File: src/rtl/dc_useq_if.sv
// ROM-side bus of the microsequencer: address/enable out, registered
// next-address and microcode fields back one cycle later.
interface dc_useq_if;
    logic [9:0]  rom_a;
    logic        rom_cen;
    logic [8:0]  rom_ma;
    logic [15:0] rom_mc;

    // Sequencer side drives the address, ROM side returns the word.
    modport master (output rom_a, rom_cen, input rom_ma, rom_mc);
    modport slave  (input rom_a, rom_cen, output rom_ma, rom_mc);
endinterface

File: src/rtl/dc_useq.sv
// Microsequencer: issues dc_rom addresses, resolves the next microaddress
// (sequential, branch, call, return, PLA dispatch, trap) and presents the
// fetched microword to the datapath. Small LIFO holds return addresses.
module dc_useq #(
    parameter int          STK_DEPTH  = 4,
    parameter logic [9:0]  RESET_ADDR = 10'h080
) (
    input  logic         clk,
    input  logic         nrst,
    dc_useq_if.master    rom,
    input  logic         ax,
    input  logic [8:0]   pla_adr,
    input  logic [3:0]   cond,
    input  logic         ready,
    input  logic         trap_req,
    input  logic [9:0]   trap_adr,
    output logic         trap_ack,
    output logic [15:0]  mc_out,
    output logic         mc_vld,
    output logic [9:0]   upc,
    output logic         stk_err
);

    localparam int CW = $clog2(STK_DEPTH + 1);

    typedef enum logic {BOOT, RUN} state_t;

    state_t        state_q, state_d;
    logic [9:0]    upc_q, upc_d;
    logic [9:0]    stk_q [STK_DEPTH];
    logic [CW-1:0] cnt_q;
    logic          err_q;

    logic [2:0]    op;
    logic [1:0]    cc;
    logic          exec;
    logic [9:0]    nxt;
    logic          push, pop, trap_take;
    logic [9:0]    push_val;
    logic [9:0]    rom_a_d;
    logic          cen_d;

    assign op   = rom.rom_mc[15:13];
    assign cc   = rom.rom_mc[14:13];
    // A word executes only once the sequencer is running and the datapath is ready.
    assign exec = (state_q == RUN) && ready;

    // Next-address resolution plus the single stack operation it implies.
    always_comb begin
        nxt       = {ax, rom.rom_ma};
        push      = 1'b0;
        pop       = 1'b0;
        trap_take = 1'b0;
        push_val  = upc_q + 10'd1;
        case (op)
            3'b000: nxt = {ax, rom.rom_ma};
            3'b001: push = exec;
            3'b010: begin
                pop = exec;
                // Return address carries its own AX bit; empty stack restarts.
                nxt = (cnt_q == '0) ? RESET_ADDR : stk_q[0];
            end
            3'b011: nxt = {ax, pla_adr};
            default: nxt = {ax, rom.rom_ma[8:1], rom.rom_ma[0] | cond[cc]};
        endcase
        // Traps only break into SEQ/BR words so a CALL/RET never loses its stack op.
        if (exec && trap_req && (op == 3'b000 || op[2])) begin
            trap_take = 1'b1;
            push      = 1'b1;
            push_val  = nxt;
            nxt       = trap_adr;
        end
    end

    // Sequencer FSM: one boot fetch of RESET_ADDR, then one word per ready cycle.
    always_comb begin
        state_d  = state_q;
        upc_d    = upc_q;
        rom_a_d  = nxt;
        cen_d    = 1'b0;
        mc_vld   = 1'b0;
        trap_ack = 1'b0;
        case (state_q)
            BOOT: begin
                rom_a_d = RESET_ADDR;
                cen_d   = 1'b1;
                upc_d   = RESET_ADDR;
                state_d = RUN;
            end
            RUN: begin
                if (ready) begin
                    cen_d    = 1'b1;
                    mc_vld   = 1'b1;
                    trap_ack = trap_take;
                    upc_d    = nxt;
                end
            end
            default: state_d = BOOT;
        endcase
    end

    // State and microaddress registers.
    always_ff @(posedge clk or negedge nrst) begin
        if (!nrst) begin
            state_q <= BOOT;
            upc_q   <= RESET_ADDR;
        end else begin
            state_q <= state_d;
            upc_q   <= upc_d;
        end
    end

    // Return stack, top at index 0; pushing when full drops the oldest entry.
    always_ff @(posedge clk or negedge nrst) begin
        if (!nrst) begin
            cnt_q <= '0;
            err_q <= 1'b0;
            for (int i = 0; i < STK_DEPTH; i++) stk_q[i] <= '0;
        end else if (push) begin
            for (int i = STK_DEPTH - 1; i > 0; i--) stk_q[i] <= stk_q[i-1];
            stk_q[0] <= push_val;
            if (cnt_q == CW'(STK_DEPTH)) err_q <= 1'b1;
            else                         cnt_q <= cnt_q + CW'(1);
        end else if (pop) begin
            for (int i = 0; i < STK_DEPTH - 1; i++) stk_q[i] <= stk_q[i+1];
            if (cnt_q == '0) err_q <= 1'b1;
            else             cnt_q <= cnt_q - CW'(1);
        end
    end

    // The FSM sits in BOOT while reset is held; keep the ROM disabled until release.
    assign rom.rom_cen = cen_d & nrst;
    assign rom.rom_a   = rom_a_d;
    assign mc_out      = rom.rom_mc;
    assign upc         = upc_q;
    assign stk_err     = err_q;

endmodule

File: src/flat_wrapper.sv
// flat-port wrapper written by rule: the top's interface ports become plain ports
module dc_useq_flat 
#(
    parameter int          STK_DEPTH  = 4,
    parameter logic [9:0]  RESET_ADDR = 10'h080
)
  (clk, nrst, ax, pla_adr, cond, ready, trap_req, trap_adr, trap_ack, mc_out, mc_vld, upc, stk_err, rom_rom_a, rom_rom_cen, rom_rom_ma, rom_rom_mc);
  dc_useq_if rom_i ();
  input  logic clk;
  input  logic nrst;
  input  logic ax;
  input  logic [8:0] pla_adr;
  input  logic [3:0] cond;
  input  logic ready;
  input  logic trap_req;
  input  logic [9:0] trap_adr;
  output logic trap_ack;
  output logic [15:0] mc_out;
  output logic mc_vld;
  output logic [9:0] upc;
  output logic stk_err;
  output wire logic [$bits(rom_i.rom_a)-1:0] rom_rom_a;
  output wire logic [$bits(rom_i.rom_cen)-1:0] rom_rom_cen;
  input wire logic [$bits(rom_i.rom_ma)-1:0] rom_rom_ma;
  input wire logic [$bits(rom_i.rom_mc)-1:0] rom_rom_mc;
  assign rom_rom_a = rom_i.rom_a;
  assign rom_rom_cen = rom_i.rom_cen;
  assign rom_i.rom_ma = rom_rom_ma;
  assign rom_i.rom_mc = rom_rom_mc;
  dc_useq #(.STK_DEPTH(STK_DEPTH), .RESET_ADDR(RESET_ADDR)) u_core (.clk(clk), .nrst(nrst), .rom(rom_i), .ax(ax), .pla_adr(pla_adr), .cond(cond), .ready(ready), .trap_req(trap_req), .trap_adr(trap_adr), .trap_ack(trap_ack), .mc_out(mc_out), .mc_vld(mc_vld), .upc(upc), .stk_err(stk_err));
endmodule
File: config.mk
export PLATFORM = sky130hd
export DESIGN_NAME = dc_useq_flat
export DESIGN_NICKNAME = d
export VERILOG_FILES = /design/src/rtl/dc_useq_if.sv /design/src/rtl/dc_useq.sv /design/src/flat_wrapper.sv
export SDC_FILE = /design/constraint.sdc
export NUM_CORES = 1
export LEC_CHECK = 0
export BUFFER_PORTS_ARGS = -buffer_cell sky130_fd_sc_hd__buf_2
export CELL_PAD_IN_SITES_DETAIL_PLACEMENT = 1
export CELL_PAD_IN_SITES_GLOBAL_PLACEMENT = 2
export CORE_ASPECT_RATIO = 1.25
export CORE_UTILIZATION = 27
export CTS_CLUSTER_DIAMETER = 120
export DETAILED_ROUTE_END_ITERATION = 8
export PLACE_DENSITY = 0.8
export SYNTH_ARGS = -nofsm -noshare
export SYNTH_HDL_FRONTEND = slang
export SYNTH_SLANG_ARGS = --single-unit
File: constraint.sdc
create_clock -name clk -period 1.95 [get_ports clk]
set_input_delay 0 -clock clk [delete_from_list [all_inputs] [get_ports clk]]
set_output_delay 0 -clock clk [all_outputs]
set_load 0.02 [all_outputs]
==> reports/metrics.csv, run 1 <==
metric;value;unit
synthesis-stage register bit count;55;
area of the mapped netlist;0.003154;mm^2
vias in the first global route;2992;
WL per Instance;17.31;um
WP data arrival;1.97;ns
Syn Inst Count;361;
Syn Area/Cell;8.738;um^2
GP Congestion;0.7670;
WL final;9.627;mm
Critical Path Fanout Max;11;
DR DRC count;0;
antenna fix cells;0;
critical path's largest stage delay;0.42;ns
total clock sinks;55;
Die ar.;0.01212;mm^2
unrepaired setup endpoints after global routing;yes;
normalized max-slew margin;51.13;%
Inst Count DP;545;
total CTS buffers;5;
post-synthesis sequential area ratio;43.67;%
Hold Slack;0.000005604;ns
CP max-delay cell;dfrtp_1;
EDFF count, synth;0;
status;complete, but fails checks;
Reg-to-Reg Start;u_core.state_q$_DFF_PN0_;
failing checks;setup timing;
initial antenna violation count;0;
count of cell types in the netlist;51;
max-cap viol count;0;
H-tree Lvls;2;
I/O Pins;93;
Final nets;475;
FF-to-FF End;u_core.stk_q[30]$_DFFE_PN0P_;
Synth Flop Type;dfrtp_1;
GRT overflow;0;
launch point of the worst path;u_core.cnt_q[1]$_DFFE_PN0P_;
metal3 WL;240;um
placed cell area;0.003571;mm^2
startpoint types;flip-flop;
Global Route Usage Sum;16.08;%
Critical Path End Type;output port;
PwrDens;902.8;mW/mm^2
Synth top area share;42.84;%
IR drop worst, VDD;0.3476;mV
Final Critical Period;1.970;ns
fin. max-slew vios;0;
WP data required;1.95;ns
vias per inst;5.099;
top-count cell post-synth;nand2_1;
overall via count from detail_route;2835;
drt pass-1 iters;6;
worst clock skew;0.003429;ns
# rows;43;
CTS tree;yes;
max layer used;met4;
Layout area overhead;23.80;%
DRT antenna net count;0;
Mapped Nets;416;
Worst-path clk slew;0.07;ns
layout cells sized above 1;29.22;%
final-report setup violation count;1;
Hold Crit Class;in2out;
LEAKAGE;1.842;nW
Fin. Hold Viols;0;
top post-synthesis cells by count;nand2_1 (88), dfrtp_1 (54), nor2_1 (27);
global-route wire length before repair;15.26;mm
CTS Buffer Depth;2;
post-synth top area cell;dfrtp_1;
Fmax;507.7;MHz
Async SR Flop Fraction;100.0;%
critical-path cell list;nor3_2 -> nor3_1 -> clkbuf_8 -> a221oi_2 -> nand2_1 -> and3_1 -> buf_2;
critical path class;reg2out;
later-pin clock latency in the skew report;0.29;ns
Cell Count, Final, Fillers Out;556;
CP endpoint;rom_rom_a[4];
Core Area;0.01124;mm^2
largest net degree at the start of global routing;56;
crit share post-route;101.0;%
Post-CTS Setup Inserts;0;
Reg2Reg Setup Slack;0.24;ns
Area contributors post-synth;dfrtp_1 (43%), nand2_1 (10%), buf_4 (5.2%), nor2_1 (3.2%), a31oi_1 (3.2%);
reg2reg path depth;7;
routed wl met2;5.074;mm
final instance area;0.003905;mm^2
initial core utilization;28.05;%
violation count after the first detailed-route iteration;136;
hpwl dp;7.064;mm
PortBufs;66;
setup ws final;-0.01968;ns
CTS root buf;clkbuf_16;
Ys Warns;0;
Die Y-Extent;122.8;um
metal1 wirelength;4.078;mm
Slew @ Worst Pin;0.7331;ns
Die X;98.68;um
==> cells by family after synthesis <==
group                      Yosys count  synth area share [%]
AOI/OAI and AO/OA                   81                 18.37
other                                1                0.1189
adders and majority gates            2                 1.031
xor gates and xnor gates             9                 2.499
muxes                                8                 3.015
and+or+nand+nor                    159                 22.69
buffers and inverters               46                 8.607
DFF                                 55                 43.67
==> metal layers <==
| layer | GRT usage [%] | vias up |
|---|---|---|
| met3 | 1.993 | 15 |
| met1 | 18.46 | 1402 |
| met2 | 30.81 | 58 |
| met5 | 0 | - |
| li1 | - | 1360 |
| met4 | 5.224 | 0 |
==> worst min-delay path by stage <==
| stage | start | to | slack [ns] | cells after the start |
|---|---|---|---|---|
| 2_1_floorplan | nrst | u_core.cnt_q[0]$_DFFE_PN0P_ | -0.30 | 0 |
| 3_3_place_gp | rom_rom_mc[6] | mc_out[6] | 0.0001 | 0 |
| 3_5_place_dp | rom_rom_mc[6] | mc_out[6] | 0.0001 | 0 |
| 4_1_cts | rom_rom_mc[6] | mc_out[6] | 0.0001 | 0 |
| 5_1_grt | rom_rom_mc[1] | mc_out[1] | 0.00004 | 0 |
| 6_report | rom_rom_mc[4] | mc_out[4] | 0.000006 | 0 |
==> cell type report <==
type                       count  area (um^2)
clock inverter                 2        12.51
multi-input combinational    260         1654
timing repair buffer          88        524.3
inverter                      10        37.54
tap                          135        168.9
clock buffer                   6        128.9
fill                        1320         7340
sequential                    55         1379
==> critical path: cells and delay by family, from the launching register on <==
| kind | cells | cell delay (ns) |
|---|---|---|
| AOI/OAI and AO/OA | 1 | 0.32 |
| buffers and inverters | 2 | 0.37 |
| DFF | 1 | 0.42 |
| and+or+nand+nor | 4 | 0.56 |
==> sequential cells by signal, summed over array words and instances (netlist names) <==
signal,flops
u_core.cnt_q,3
u_core.stk_q,40
u_core.stk_err,1
u_core.upc,10
u_core.state_q,1
==> per-stage QoR <==
| step | setup slack, ns | setup TNS, ns | util, % | power, W |
|---|---|---|---|---|
| after floorplan | 0.1000 | 0 | - | 0.002259 |
| after global placement | 0.1794 | 0 | 31.76 | 0.002512 |
| after detailed placement | 0.1554 | 0 | 31.76 | 0.002562 |
| after CTS | -0.1044 | -0.4717 | 33.39 | 0.003485 |
| after global routing | -0.1537 | -0.4029 | 34.73 | 0.003743 |
| final | -0.01968 | -0.01968 | 34.73 | 0.003525 |
==> where the power goes <==
group / switching (W) / internal (W) / total, W
logic: 0.000516 / 0.000411 / 0.000927
clock network: 0.000420 / 0.000476 / 0.000895
registers: 0.000274 / 0.00143 / 0.00170
==> layout by cell type (no fill, tap or decap), types with 5 or more instances in the layout <==
cell type | synthesis | final
nand2_1 | 88 | 88
buf_2 | 7 | 63
dfrtp_1 | 54 | 53
nor2_1 | 27 | 27
buf_4 | 22 | 19
a31oi_1 | 16 | 16
and3_1 | 11 | 11
o21ai_0 | 12 | 11
inv_1 | 9 | 8
a21oi_1 | 10 | 8
nand2b_1 | 7 | 7
a221oi_4 | 0 | 6
xnor2_1 | 6 | 6
a32o_1 | 5 | 5
a22oi_1 | 5 | 5
mux2i_1 | 5 | 5
clkbuf_16 | 0 | 5
==> repair_timing <==
action	in CTS	in global routing
pin swaps	0	1
resized for setup	2	27
hold buffers	3	0
setup endpoints to repair	7	11
hold endpoints to repair	56	0
(Power assumes the default switching activity.)
==> run 2: changes to the inputs <==
--- a/config.mk
+++ b/config.mk
@@ -6,13 +6,11 @@
 export NUM_CORES = 1
 export LEC_CHECK = 0
 export BUFFER_PORTS_ARGS = -buffer_cell sky130_fd_sc_hd__buf_2
-export CELL_PAD_IN_SITES_DETAIL_PLACEMENT = 1
-export CELL_PAD_IN_SITES_GLOBAL_PLACEMENT = 2
 export CORE_ASPECT_RATIO = 1.25
-export CORE_UTILIZATION = 27
+export CORE_UTILIZATION = 35
 export CTS_CLUSTER_DIAMETER = 120
 export DETAILED_ROUTE_END_ITERATION = 8
-export PLACE_DENSITY = 0.8
+export PLACE_DENSITY = 0.64
 export SYNTH_ARGS = -nofsm -noshare
 export SYNTH_HDL_FRONTEND = slang
 export SYNTH_SLANG_ARGS = --single-unit
==> run 2 against run 1 <==
  * The run still ends with setup timing left
  * Global-route usage increased by 2.5 points
  * Clock skew increased by 0.0034 ns
  * Sequential power about the same
  * Count of clock-buffer cells in the layout unchanged
  * Non-clock buffer count increased by 1
  * Hold slack about the same
  * Critical path depth unchanged
  * Die area decreased by 22%
  * Critical endpoint is now rom_rom_a[0]
  * Largest power group unchanged
==> reports/metrics.csv, run 2 (synthesis gave the netlist of run 1 again) <==
metric;value;unit;change
status;complete, but fails checks;;
failing checks;setup timing;;
max-cap viol count;0;;unchanged
WP data required;1.95;ns;about the same
crit share post-route;101.5;%;+0.52 points
Reg area;0.001379;mm^2;unchanged
Global Route Usage Sum;18.54;%;+2.5 points
Pint;0.002273;W;-1.9%
fin. max-slew vios;0;;unchanged
sw frac;34.49;%;+0.19 points
Gate power share;26.9;%;+0.6 points
vias per inst;5.216;;+2.3%
layout cells sized above 1;29.62;%;+0.40 points
most common cell after layout, fill and taps aside;nand2_1;;
DR DRC count;0;;unchanged
Fmax;505.1;MHz;-0.51%
Pwr Total;0.003470;W;-1.6%
Core Area;0.008701;mm^2;-23%
later-pin clock latency in the skew report;0.32;ns;+0.03 ns
PortBufs;66;;unchanged
DRT antenna net count;0;;unchanged
I/O Pins;93;;unchanged
Hold Slack;0.000006814;ns;+0.000001210 ns
global-route wire length before repair;13.46;mm;-12%
unrepaired setup endpoints after global routing;yes;;
CTS Buffer Depth;2;;unchanged
setup ws final;-0.02980;ns;-0.01012 ns
Die X;86.91;um;-12%
normalized max-slew margin;53.27;%;+2.1 points
Final nets;476;;+0.21%
WL per Instance;15.82;um;-8.6%
GRT overflow;0;;unchanged
Largest Register;u_core.stk_q;;
Sequential Power Share;49.0;%;+0.7 points
total CTS buffers;5;;unchanged
PwrDens;890.6;mW/mm^2;-1.4%
drt pass-1 iters;4;;-2
fill count;842;;-36%
final-report setup violation count;3;;+2
antenna fix cells;0;;unchanged
Multi-input gate area;0.001682;mm^2;+1.7%
worst clock skew;0.006831;ns;+0.003402 ns
Critical Path End Type;output port;;
hpwl dp;6.043;mm;-14%
IR drop worst, VDD;0.3201;mV;-7.9%
most frequent cells in the layout;nand2_1 (87), buf_2 (64), dfrtp_1 (53);;
Largest register FFs;40;;unchanged
Die Y-Extent;108.1;um;-12%
Die ar.;0.009398;mm^2;-22%
Hold Crit Class;in2out;;
LEAKAGE;1.851;nW;+0.46%
violation count after the first detailed-route iteration;223;;+64%
H-tree Lvls;2;;unchanged
Final Critical Period;1.980;ns;+0.01012 ns
initial antenna violation count;0;;unchanged
GP Congestion;0.8593;;+12%
largest net degree at the start of global routing;56;;unchanged
Clk pwr share;24.2;%;-1.2 points
CTS root buf;clkbuf_8;;
WL final;8.576;mm;-11%
CTS tree;yes;;
Fin. Hold Viols;0;;unchanged
Critical Path Fanout Max;6;;-5
Layout area overhead;23.52;%;
critical path class;reg2out;;
total clock sinks;55;;unchanged
dpl ws;0.2422;ns;+0.08679 ns
Slew @ Worst Pin;0.7009;ns;-0.03212 ns
Worst-path clk slew;0.10;ns;+0.03 ns
startpoint types;flip-flop;;
WP data arrival;1.98;ns;about the same
# rows;38;;-12%
switching pwr;0.001197;W;-1.0%
initial core utilization;36.25;%;+8.2 points
vias in the first global route;2727;;-8.9%
overall via count from detail_route;2827;;-0.28%
run 2: per-stage QoR:
step	std cells	setup TNS, ns	cell area (um^2)	utilization [%]
6_report	542	-0.06873	3896	44.78
3_5_place_dp	528	0	3537	40.65
4_1_cts	539	0	3732	42.90
2_1_floorplan	361	0	3154	-
3_3_place_gp	528	0	3537	40.65
5_1_grt	542	-0.8610	3896	44.78
run 2: path summary, 6_finish.rpt:
check	start	to	slack, ns	depth (start not counted)
setup / recovery	u_core.cnt_q[0]$_DFFE_PN0P_	rom_rom_a[0]	-0.03	7
max in group asynchronous	nrst	u_core.cnt_q[2]$_DFFE_PN0P_	1.07	3
min in group asynchronous	nrst	u_core.cnt_q[1]$_DFFE_PN0P_	0.40	3
hold reg to reg	u_core.stk_err$_DFFE_PN0P_	u_core.stk_err$_DFFE_PN0P_	0.47	1
setup reg to reg	u_core.cnt_q[1]$_DFFE_PN0P_	u_core.upc[2]$_DFFE_PN0P_	0.15	7
hold / removal	rom_rom_mc[6]	mc_out[6]	0.000007	0
run 2: layout make-up:
class	count	share of cell area, %
tap	120	3.854
inverter	10	0.9634
timing repair buffer	89	13.52
clock buffer	6	2.119
multi-input combinational	260	43.16
sequential	55	35.39
clock inverter	2	0.9955
run 2: power groups by stage:
stage | logic [W] | registers, W | clock network (W)
6_report | 0.000932 | 0.00170 | 0.000838
5_1_grt | 0.00105 | 0.00174 | 0.000897
4_1_cts | 0.000864 | 0.00167 | 0.000847
3_5_place_dp | 0.000842 | 0.00169 | 0
3_3_place_gp | 0.000814 | 0.00167 | 0
2_1_floorplan | 0.000613 | 0.00165 | 0
run 2: what timing repair did:
item | 4_1_cts | 5_1_grt
setup endpoints to repair | 7 | 11
pin swaps | 0 | 6
hold endpoints to repair | 56 | 0
setup buffers | 0 | 2
cloned | 0 | 1
resized for setup | 7 | 28
hold buffers | 3 | 0
run 2: metal layers:
| layer | vias up | wire length (um) | global-route usage (%) |
|---|---|---|---|
| met5 | - | 0 | 0 |
| met4 | 0 | 362 | 9.881 |
| met3 | 29 | 350 | 3.130 |
| met2 | 90 | 4271 | 31.10 |
| met1 | 1344 | 3591 | 22.59 |
| li1 | 1364 | - | - |
run 2: critical path, cell delays in order, from the launching register on:
cell and delay (ns):
dfrtp_1 0.44, nor3_2 0.06, nor3_2 0.30, buf_6 0.22
nand2_4 0.06, a31o_4 0.24, o31ai_4 0.19, buf_6 0.15
